File: config.mk
export PLATFORM = sky130hd
export DESIGN_NAME = gerador_alvo
export DESIGN_NICKNAME = d
export VERILOG_FILES = /design/src/rtl/gerador_alvo_pkg.sv /design/src/rtl/gerador_alvo_lfsr.sv /design/src/rtl/gerador_alvo.sv
export SDC_FILE = /design/constraint.sdc
export NUM_CORES = 1
export LEC_CHECK = 0
export BUFFER_PORTS_ARGS = -buffer_cell sky130_fd_sc_hd__buf_2
export CORE_UTILIZATION = 66
export CTS_BUF_LIST = sky130_fd_sc_hd__clkbuf_4 sky130_fd_sc_hd__clkbuf_8
export DETAILED_ROUTE_END_ITERATION = 10
export PLACE_DENSITY_LB_ADDON = 0.1
export SYNTH_ARGS = -nofsm -noshare
export SYNTH_HDL_FRONTEND = slang
export SYNTH_SLANG_ARGS = --single-unit
File: constraint.sdc
create_clock -name clock -period 5.65 [get_ports clock]
set_input_delay 0.8475 -clock clock [delete_from_list [all_inputs] [get_ports clock]]
set_output_delay 0.8475 -clock clock [all_outputs]
set_load 0.01 [all_outputs]
File: src/rtl/gerador_alvo_pkg.sv
// Shared definitions for the target generator: FSM state encoding, level codes,
// LFSR taps and the draw retry limit.
package gerador_alvo_pkg;

    typedef enum logic [2:0] {
        IDLE    = 3'd0,
        SORTEIA = 3'd1,
        PUBLICA = 3'd2,
        AGUARDA = 3'd3,
        PAUSA   = 3'd4
    } estado_t;

    localparam logic [1:0] NIVEL_0 = 2'd0;
    localparam logic [1:0] NIVEL_1 = 2'd1;
    localparam logic [1:0] NIVEL_2 = 2'd2;
    localparam logic [1:0] NIVEL_3 = 2'd3;

    // x^16 + x^14 + x^13 + x^11 + 1, right-shifting Galois form
    localparam logic [15:0] LFSR_TAPS = 16'hB400;

    localparam int RETRY_LIMIT = 8;

    // Next position in round-robin order, wrapping at n_pos.
    function automatic logic [2:0] proxima_pos(input logic [2:0] pos, input logic [3:0] n_pos);
        logic [3:0] soma;
        soma = {1'b0, pos} + 4'd1;
        return (soma >= n_pos) ? 3'd0 : soma[2:0];
    endfunction

endpackage

File: src/rtl/gerador_alvo_lfsr.sv
// Free-running Galois LFSR; advances on every clock, reloads SEED on reset.
module lfsr_galois #(
    parameter int               WIDTH = 16,
    parameter logic [WIDTH-1:0] TAPS  = 16'hB400,
    parameter logic [WIDTH-1:0] SEED  = 16'hACE1
) (
    input  logic             clock,
    input  logic             reset,
    output logic [WIDTH-1:0] Q
);

    always_ff @(posedge clock or posedge reset) begin
        if (reset) begin
            Q <= SEED;
        end else begin
            Q <= (Q >> 1) ^ (Q[0] ? TAPS : '0);
        end
    end

endmodule

File: src/rtl/gerador_alvo.sv
// Target LED generator: draws a new position after each won/lost point or level
// timeout, publishes it with a one-cycle level-counter reset pulse.
module gerador_alvo
    import gerador_alvo_pkg::*;
#(
    parameter int          N_POS        = 5,
    parameter int          COOLDOWN     = 8,
    parameter int          TIMEOUT_BASE = 3000,
    parameter int          TIMEOUT_N    = 12,
    parameter logic [15:0] LFSR_SEED    = 16'hACE1
) (
    input  logic       clock,
    input  logic       reset,
    input  logic       iniciar,
    input  logic       parar,
    input  logic       tick,
    input  logic [1:0] nivel_dificuldade,
    input  logic       ganhou_ponto,
    input  logic       perdeu_ponto,
    output logic [2:0] position_led,
    output logic       reset_nivel,
    output logic       novo_alvo,
    output logic       timeout,
    output logic       ativo,
    output logic [7:0] rodadas
);

    localparam int                 CW        = (COOLDOWN > 0) ? $clog2(COOLDOWN + 1) : 1;
    localparam logic [CW-1:0]      COOL_MAX  = CW'(COOLDOWN);
    localparam logic [CW-1:0]      COOL_ONE  = CW'(1);
    localparam logic [3:0]         NPOS      = 4'(N_POS);
    localparam logic [2:0]         RETRY_MAX = 3'(RETRY_LIMIT - 1);
    localparam logic [TIMEOUT_N:0] LIM_2     = (TIMEOUT_N + 1)'(TIMEOUT_BASE);
    localparam logic [TIMEOUT_N:0] LIM_3     = (TIMEOUT_N + 1)'(TIMEOUT_BASE / 2);
    localparam logic [TIMEOUT_N:0] TMO_ONE   = (TIMEOUT_N + 1)'(1);

    estado_t              estado;
    logic [15:0]          lfsr;
    logic [2:0]           alvo;
    logic [2:0]           retry_cnt;
    logic [CW-1:0]        cool_cnt;
    logic [TIMEOUT_N-1:0] tmo_cnt;
    logic                 ganhou_prev;
    logic                 perdeu_prev;

    logic                 evento;
    logic [2:0]           candidato;
    logic                 candidato_ok;
    logic [2:0]           sequencial;
    logic [TIMEOUT_N:0]   tmo_prox;
    logic [TIMEOUT_N:0]   limite;
    logic                 nivel_com_tempo;
    logic                 unused_lfsr;

    lfsr_galois #(
        .WIDTH (16),
        .TAPS  (LFSR_TAPS),
        .SEED  (LFSR_SEED)
    ) u_lfsr (
        .clock (clock),
        .reset (reset),
        .Q     (lfsr)
    );

    assign unused_lfsr = ^lfsr[15:3];

    // Simultaneous rising edges on both inputs collapse into a single event.
    assign evento       = (ganhou_ponto & ~ganhou_prev) | (perdeu_ponto & ~perdeu_prev);
    assign candidato    = lfsr[2:0];
    assign candidato_ok = ({1'b0, candidato} < NPOS) && (candidato != position_led);
    assign sequencial   = proxima_pos(position_led, NPOS);

    assign nivel_com_tempo = (nivel_dificuldade == NIVEL_2) || (nivel_dificuldade == NIVEL_3);
    assign limite          = (nivel_dificuldade == NIVEL_3) ? LIM_3 : LIM_2;
    assign tmo_prox        = {1'b0, tmo_cnt} + TMO_ONE;

    always_ff @(posedge clock or posedge reset) begin
        if (reset) begin
            estado       <= IDLE;
            position_led <= 3'd0;
            alvo         <= 3'd0;
            rodadas      <= 8'd0;
            reset_nivel  <= 1'b0;
            novo_alvo    <= 1'b0;
            timeout      <= 1'b0;
            ativo        <= 1'b0;
            retry_cnt    <= 3'd0;
            cool_cnt     <= '0;
            tmo_cnt      <= '0;
            ganhou_prev  <= 1'b0;
            perdeu_prev  <= 1'b0;
        end else begin
            ganhou_prev <= ganhou_ponto;
            perdeu_prev <= perdeu_ponto;
            reset_nivel <= 1'b0;
            novo_alvo   <= 1'b0;
            timeout     <= 1'b0;

            if (parar) begin
                estado    <= IDLE;
                ativo     <= 1'b0;
                retry_cnt <= 3'd0;
                cool_cnt  <= '0;
                tmo_cnt   <= '0;
            end else begin
                case (estado)
                    IDLE: begin
                        if (iniciar) begin
                            estado    <= SORTEIA;
                            ativo     <= 1'b1;
                            retry_cnt <= 3'd0;
                        end
                    end

                    SORTEIA: begin
                        if (nivel_dificuldade == NIVEL_0) begin
                            alvo      <= sequencial;
                            retry_cnt <= 3'd0;
                            estado    <= PUBLICA;
                        end else if (candidato_ok) begin
                            alvo      <= candidato;
                            retry_cnt <= 3'd0;
                            estado    <= PUBLICA;
                        end else if (retry_cnt == RETRY_MAX) begin
                            // Bound the draw time: fall back to the next position in order.
                            alvo      <= sequencial;
                            retry_cnt <= 3'd0;
                            estado    <= PUBLICA;
                        end else begin
                            retry_cnt <= retry_cnt + 3'd1;
                        end
                    end

                    PUBLICA: begin
                        position_led <= alvo;
                        reset_nivel  <= 1'b1;
                        novo_alvo    <= 1'b1;
                        if (rodadas != 8'hFF) begin
                            rodadas <= rodadas + 8'd1;
                        end
                        tmo_cnt <= '0;
                        estado  <= AGUARDA;
                    end

                    AGUARDA: begin
                        if (evento) begin
                            cool_cnt <= '0;
                            estado   <= PAUSA;
                        end else if (tick && nivel_com_tempo) begin
                            // Compared against the live level, so a lowered limit fires on the next tick.
                            if (tmo_prox >= limite) begin
                                timeout <= 1'b1;
                                tmo_cnt <= '0;
                                estado  <= SORTEIA;
                            end else begin
                                tmo_cnt <= tmo_prox[TIMEOUT_N-1:0];
                            end
                        end
                    end

                    PAUSA: begin
                        if (cool_cnt == COOL_MAX) begin
                            cool_cnt <= '0;
                            estado   <= SORTEIA;
                        end else begin
                            cool_cnt <= cool_cnt + COOL_ONE;
                        end
                    end

                    default: begin
                        estado <= IDLE;
                        ativo  <= 1'b0;
                    end
                endcase
            end
        end
    end

endmodule

==> results of run 1 <==
-- power breakdown --
| part | internal [W] | switching (W) |
|---|---|---|
| Clock | 0.000252 | 0.000174 |
| Combinational | 0.000108 | 0.000136 |
| Sequential | 0.000450 | 0.0000588 |
| Total | 0.000810 | 0.000369 |
-- final timing paths --
path                                         from                endpoint  cells after the start
max                        tmo_cnt[0]$_DFFE_PP0P_  tmo_cnt[4]$_DFFE_PP0P_                     10
min                         u_lfsr.Q[8]$_DFF_PP0_   u_lfsr.Q[7]$_DFF_PP1_                      0
max reg2reg                tmo_cnt[0]$_DFFE_PP0P_  tmo_cnt[4]$_DFFE_PP0P_                     10
min reg2reg                 u_lfsr.Q[8]$_DFF_PP0_   u_lfsr.Q[7]$_DFF_PP1_                      0
max in group asynchronous                   reset  tmo_cnt[7]$_DFFE_PP0P_                      3
min in group asynchronous                   reset  rodadas[3]$_DFFE_PP0P_                      3
-- sequential cells by signal, summed over array words and instances, names as in the netlist --
register / count
u_lfsr.Q: 16
tmo_cnt: 12
rodadas: 8
cool_cnt: 4
alvo: 3
estado: 3
position_led: 3
retry_cnt: 3
ativo: 1
ganhou_prev: 1
novo_alvo: 1
perdeu_prev: 1
timeout: 1
-- area by class of cell --
type	instances	area, um^2	area share
sequential	57	1440	0.441
multi-input combinational	199	1350	0.416
clock buffer	9	124	0.0380
timing repair buffer	24	123	0.0376
clock inverter	7	101	0.0311
tap	50	62.6	0.0192
inverter	15	56.3	0.0173
-- Yosys cell counts (7+ instances only) --
| library cell | count |
|---|---|
| a21oi_1 | 9 |
| and3_1 | 7 |
| dfrtp_1 | 49 |
| dfstp_2 | 8 |
| ha_1 | 15 |
| inv_1 | 15 |
| nand2_1 | 30 |
| nand3_1 | 9 |
| nor2_1 | 19 |
| nor3_1 | 8 |
| o21ai_0 | 20 |
| xnor2_1 | 9 |
| xor2_1 | 10 |
-- cells by family after synthesis --
family / count (synthesis) / synth area share
multiplexers: 8 / 0.0302
buffers and inverters: 27 / 0.0388
flip-flops: 57 / 0.495
adder cells (fa/ha/maj): 15 / 0.0647
AO/OA/AOI/OAI: 58 / 0.138
AND/OR/NAND/NOR: 99 / 0.177
XOR/XNOR: 19 / 0.0573
-- per-layer routing --
layer | share of wire | vias up
met2 | 0.47 | 38
met5 | 0 | -
met3 | 0.038 | 6
met1 | 0.48 | 978
li1 | - | 1047
met4 | 0.0099 | 0
-- stage by stage --
stage,total power [W],instance area (um^2),cells
floorplan,0.000684,2900,283
global placement,0.000744,3030,345
detailed placement,0.000757,3030,345
CTS,0.00118,3260,361
global route,0.00124,3260,361
finish,0.00118,3260,361
==> results_dict.tcl, run 1 <==
set metrics [dict create \
    status "complete, no violations" \
    grt_most_used_layer "met2" \
    die_w_um 68.3 \
    core-area_mm2 0.00412 \
    async_reset_ff_frac 1.00 \
    io_pins 24 \
    nNetsFinal 330 \
    worst-slew-pin-transition_ns 1.15 \
    ys_ff_latch 57 \
    synthCells 283 \
    critPathBufInv 0 \
    cts_buffer_depth 2 \
    io_buffers 23 \
    cts_buffers 9 \
    final_common_cell "dfrtp_1" \
    synth_area_leaders "dfrtp_1, dfstp_2, ha_1, nand2_1, o21ai_0" \
    hold_ws_ns 0.353 \
    rsz0062_at_grt "false" \
    grt_pass1_wl_um 8540 \
    final_cell_mix "dfrtp_1, nand2_1, buf_2, o21ai_0, nor2_1" \
    timing.slew.headroom 0.233 \
    setup_tns_ns 0 \
    htree_levels 3 \
    crit_slowest_cell "o31ai_4" \
    clkSinkCount 57 \
    worst_slack_ns 2.70 \
    maxCapViolations 0 \
    antenna_cells 0 \
    slew_violations 0 \
    cp_common_cell "ha_1" \
    synth_edf_count 0 \
    end_kind "register" \
    drc 0 \
    drt_wl_total_um 5360 \
    setup_viol 0 \
    hold_viol 0 \
    critical_path_class "register to register" \
    grt_use_met3 0.0650 \
    die_y_um 68.3 \
    fillers 270 \
    grt_usage 0.261 \
    grt_start_max_net_pins 58 \
    ys.flop_type "dfrtp_1" \
    hold_buffers 0 \
    finalClockSkew_ns 0.00817 \
    power.density_mw_per_mm2 362 \
    synth.avg_cell_area_um2 10.3 \
    yosys.cell_types.count 52 \
    yosys_warnings 0 \
    leakagePower_nw 1.54 \
    root_buffer "clkbuf_8" \
    cp_max_fo 9 \
    area_growth_pct 12.2 \
    drtIter0Drc 123 \
    clkTransAtPathRegs_ns 0.07 \
    path_cells "ha_1 -> nand3_2 -> nor2_1 -> and4_1 -> xor2_1 -> ha_1 -> nand3_1 -> o31ai_4 -> nor2_4 -> a221o_1" \
    syn_area_mm2 0.00290 \
    grt.met1_usage 0.342 \
    firstDrtPassIters 5 \
    start_kind "register" \
    hpwlAfterDp_um 3760 \
    antenna_found_initial 0 \
    die-area_mm2 0.00467 \
    grtUsageMet2 0.406 \
    vdd_drop_max_mv 0.287 \
    cp_data_required_time_ns 5.86 \
    hold_class "register to register" \
    worst-endpoint-arrival_ns 3.16 \
    cpPeakStageDelay_ns 0.45 \
    insertion_delay_ns 0.33 \
    globalplace.congestion 0.790 \
    max_freq_mhz 339 \
    crit_family "simple AND/OR/NAND/NOR gates" \
    final_layout_size_suffix_gt1_frac 0.196 \
    ys_seq_area_frac 0.495 \
    synth_nets 307 \
    rows 23 \
    cts_tree "done" \
    utilization 0.791 \
    synth_top_area_frac 0.422 \
    dpl_worst_slack_ns 2.63 \
    period_needed_ns 2.95 \
    wl_per_cell_um 14.8 \
    initial_core_util 0.705 \
    fin_crit_sh 0.523 \
    ant_nets 0 \
    cts_resized 0 \
    grt_pass1_vias 1875 \
    post_cts_buffers 0 \
    yosysTopAreaCell "dfrtp_1" \
    route.vias.total 2069 \
    grt.overflow.total 0 \
    via_per_inst 5.73 \
    r2r_slack_ns 2.70 \
]
(Power assumes the default switching activity.)
==> run 2, diff against run 1 <==
ABC_AREA = 1   (was default)
CORE_UTILIZATION = 62   (was 66)
clock period = 2.8 ns   (was 5.65 ns; I/O delays follow)
==> run 2 against run 1 <==
Critical path depth is 3 higher. Critical endpoint is now tmo_cnt[0]$_DFFE_PP0P_. Highest routed layer unchanged. Largest power group unchanged. Wire length decreased by 0.17%. Global-route usage down 1.7 points. Critical path type unchanged.
==> results_dict.tcl, run 2 <==
set metrics [dict create \
    final_cell_area_mm2 0.00335 \
    die-area_mm2 0.00502 \
    async_reset_ff_frac 1.00 \
    clkTransAtPathRegs_ns 0.07 \
    ys_seq_area_frac 0.488 \
    ant_nets 0 \
    end_kind "register" \
    syn_area_mm2 0.00294 \
    ys.flop_type "dfrtp_1" \
    wl_per_cell_um 13.1 \
    final_cell_mix "nand2_1, dfrtp_1, inv_1, buf_2, nand3_1" \
    largest_register_ffs 16 \
    core-area_mm2 0.00444 \
    synthMuxAreaShare 0 \
    synthXorXnorAreaFrac 0.0621 \
    yosysTopAreaCell "dfrtp_1" \
    period_needed_ns 2.59 \
    die_w_um 70.9 \
    max_freq_mhz 385 \
    grt_usage 0.244 \
    rsz0062_at_grt "false" \
    yosys_warnings 0 \
    hpwlAfterDp_um 3740 \
    area_growth_pct 13.8 \
    power.density_mw_per_mm2 710 \
    drt_wl_total_um 5350 \
    vdd_drop_max_mv 0.636 \
    htree_levels 3 \
    setup_viol 0 \
    globalplace.congestion 0.778 \
    die_y_um 70.9 \
    synth_nets 346 \
    via_per_inst 5.30 \
    nNetsFinal 376 \
    worst-slew-pin-transition_ns 0.698 \
    grt.overflow.total 0 \
    io_pins 24 \
    critical_path_class "register to register" \
    drc 0 \
    place_area_mm2 0.00311 \
    finalClockSkew_ns 0.0124 \
    drtIter0Drc 122 \
    final_common_cell "nand2_1" \
    antenna_found_initial 0 \
    path_cells "ha_2 -> nand3_1 -> nor2_2 -> nand4_1 -> xnor2_2 -> ha_1 -> a21oi_1 -> nor2_1 -> nor3b_2 -> and2_4 -> nand3_2 -> buf_12 -> o21ai_0" \
    cts_buffer_depth 2 \
    final_layout_size_suffix_gt1_frac 0.258 \
    synth_top_area_frac 0.417 \
    grt_pass1_wl_um 9370 \
    firstDrtPassIters 6 \
    cts_tree "done" \
    synth_fa_ha_area_frac 0.0638 \
    fin_crit_sh 0.927 \
    synth-simple-area-share 0.229 \
    slew_violations 0 \
    synth_common_cells "nand2_1, dfrtp_1, inv_1" \
    hold_viol 0 \
    hold_class "input port to register" \
    synth.most_common_cell "nand2_1" \
    rows 24 \
    hold_buffers 0 \
    synthCells 322 \
    initial_core_util 0.662 \
    crit_slowest_cell "dfrtp_1" \
    largestRegisters "u_lfsr.Q: 16 flops, tmo_cnt: 12 flops, rodadas: 8 flops" \
    cp_max_fo 12 \
    synth_compound_area_frac 0.0906 \
    leakagePower_nw 1.66 \
    route.vias.total 2168 \
    yosys.cell_types.count 33 \
    timing.slew.headroom 0.535 \
    worst-endpoint-arrival_ns 2.85 \
    largest_register "u_lfsr.Q" \
    synth.avg_cell_area_um2 9.14 \
    cts_buffers 9 \
    synth_top_family_by_area "simple AND/OR/NAND/NOR gates" \
    io_buffers 23 \
    ys_ff_latch 57 \
    start_kind "register" \
    grt_start_max_net_pins 58 \
    maxCapViolations 0 \
    antenna_cells 0 \
    cpPeakStageDelay_ns 0.41 \
    setup_tns_ns 0 \
    grt_pass1_vias 2087 \
    insertion_delay_ns 0.34 \
    cp_data_required_time_ns 3.05 \
    status "complete, no violations" \
    root_buffer "clkbuf_8" \
    synth_edf_count 0 \
    synth_area_leaders "dfrtp_1, nand2_1, dfstp_2, ha_1, inv_1" \
    clkSinkCount 57 \
]
[run 2: cell count changes after synthesis, moves of 5 or more]
cell | before | now
a22o_1 | 6 | 0
and3_1 | 7 | 1
clkbuf_1 | 5 | 0
inv_1 | 15 | 34
inv_2 | 0 | 6
mux2_2 | 6 | 0
nand2_1 | 30 | 70
nand2_2 | 0 | 6
nand3_1 | 9 | 20
o21ai_2 | 0 | 10
[run 2: final timing paths]
check,startpoint,cells after the start,slack (ns),to
worst min register to register,u_lfsr.Q[8]$_DFF_PP0_,0,0.35,u_lfsr.Q[7]$_DFF_PP1_
min in group asynchronous,reset,3,0.28,tmo_cnt[1]$_DFFE_PP0P_
worst max register to register,tmo_cnt[1]$_DFFE_PP0P_,13,0.21,tmo_cnt[0]$_DFFE_PP0P_
worst max-delay path,tmo_cnt[1]$_DFFE_PP0P_,13,0.21,tmo_cnt[0]$_DFFE_PP0P_
worst min-delay path,ganhou_ponto,1,0.21,ganhou_prev$_DFF_PP0_
max in group asynchronous,reset,3,2.04,tmo_cnt[0]$_DFFE_PP0P_
[run 2: cell families (layout without fill, tap and decap cells)]
family                   Yosys count  after routing
AND/OR/NAND/NOR                  143            143
adder cells (fa/ha/maj)           15             15
flip-flops                        57             57
XOR/XNOR                          20             20
AO/OA/AOI/OAI                     41             41
buffers and inverters             46             81
[run 2: worst max-delay path, delay by kind of cell, from the launching register on]
kind / cells / cell delay, ns
AOI/OAI and AO/OA: 2 / 0.28
xor gates and xnor gates: 1 / 0.18
adders and majority gates: 2 / 0.57
buffers and inverters: 1 / 0.16
DFF: 1 / 0.41
and+or+nand+nor: 7 / 0.91
[run 2: area by class of cell]
cell class	instances	area (um^2)
Sequential cell	57	1440
Multi-Input combinational cell	219	1330
Fill cell	320	1100
Clock buffer	14	186
Inverter	40	150
Timing Repair Buffer	25	143
Tap cell	52	65.1
Clock inverter	2	35.0
[run 2: timing repair]
item                                    in CTS  in global routing
resized for setup                            0                  6
endpoints found under the setup margin       0                 13
setup buffers                                0                  0
[run 2: through the flow]
stage | hold WS, ns | utilization | total power (W) | setup WS [ns] | instances
global route | 0.199 | 0.753 | 0.00252 | 0.00501 | 409
finish | 0.207 | 0.753 | 0.00238 | 0.206 | 409
floorplan | 0.331 | - | 0.00140 | 0.424 | 322
global placement | 0.338 | 0.699 | 0.00153 | 0.244 | 393
CTS | 0.200 | 0.749 | 0.00239 | 0.0436 | 409
detailed placement | 0.342 | 0.699 | 0.00155 | 0.109 | 393
[run 2: routing by layer]
metal	vias up	share of wire	GRT usage
met5	-	0	0
met4	0	0.011	0.0689
met2	31	0.47	0.389
li1	1104	-	-
met3	6	0.033	0.0741
met1	1027	0.49	0.328
[run 2: where the power goes]
group          switching (W)  internal (W)
Clock               0.000316      0.000517
Combinational       0.000325      0.000199
Sequential          0.000102      0.000918
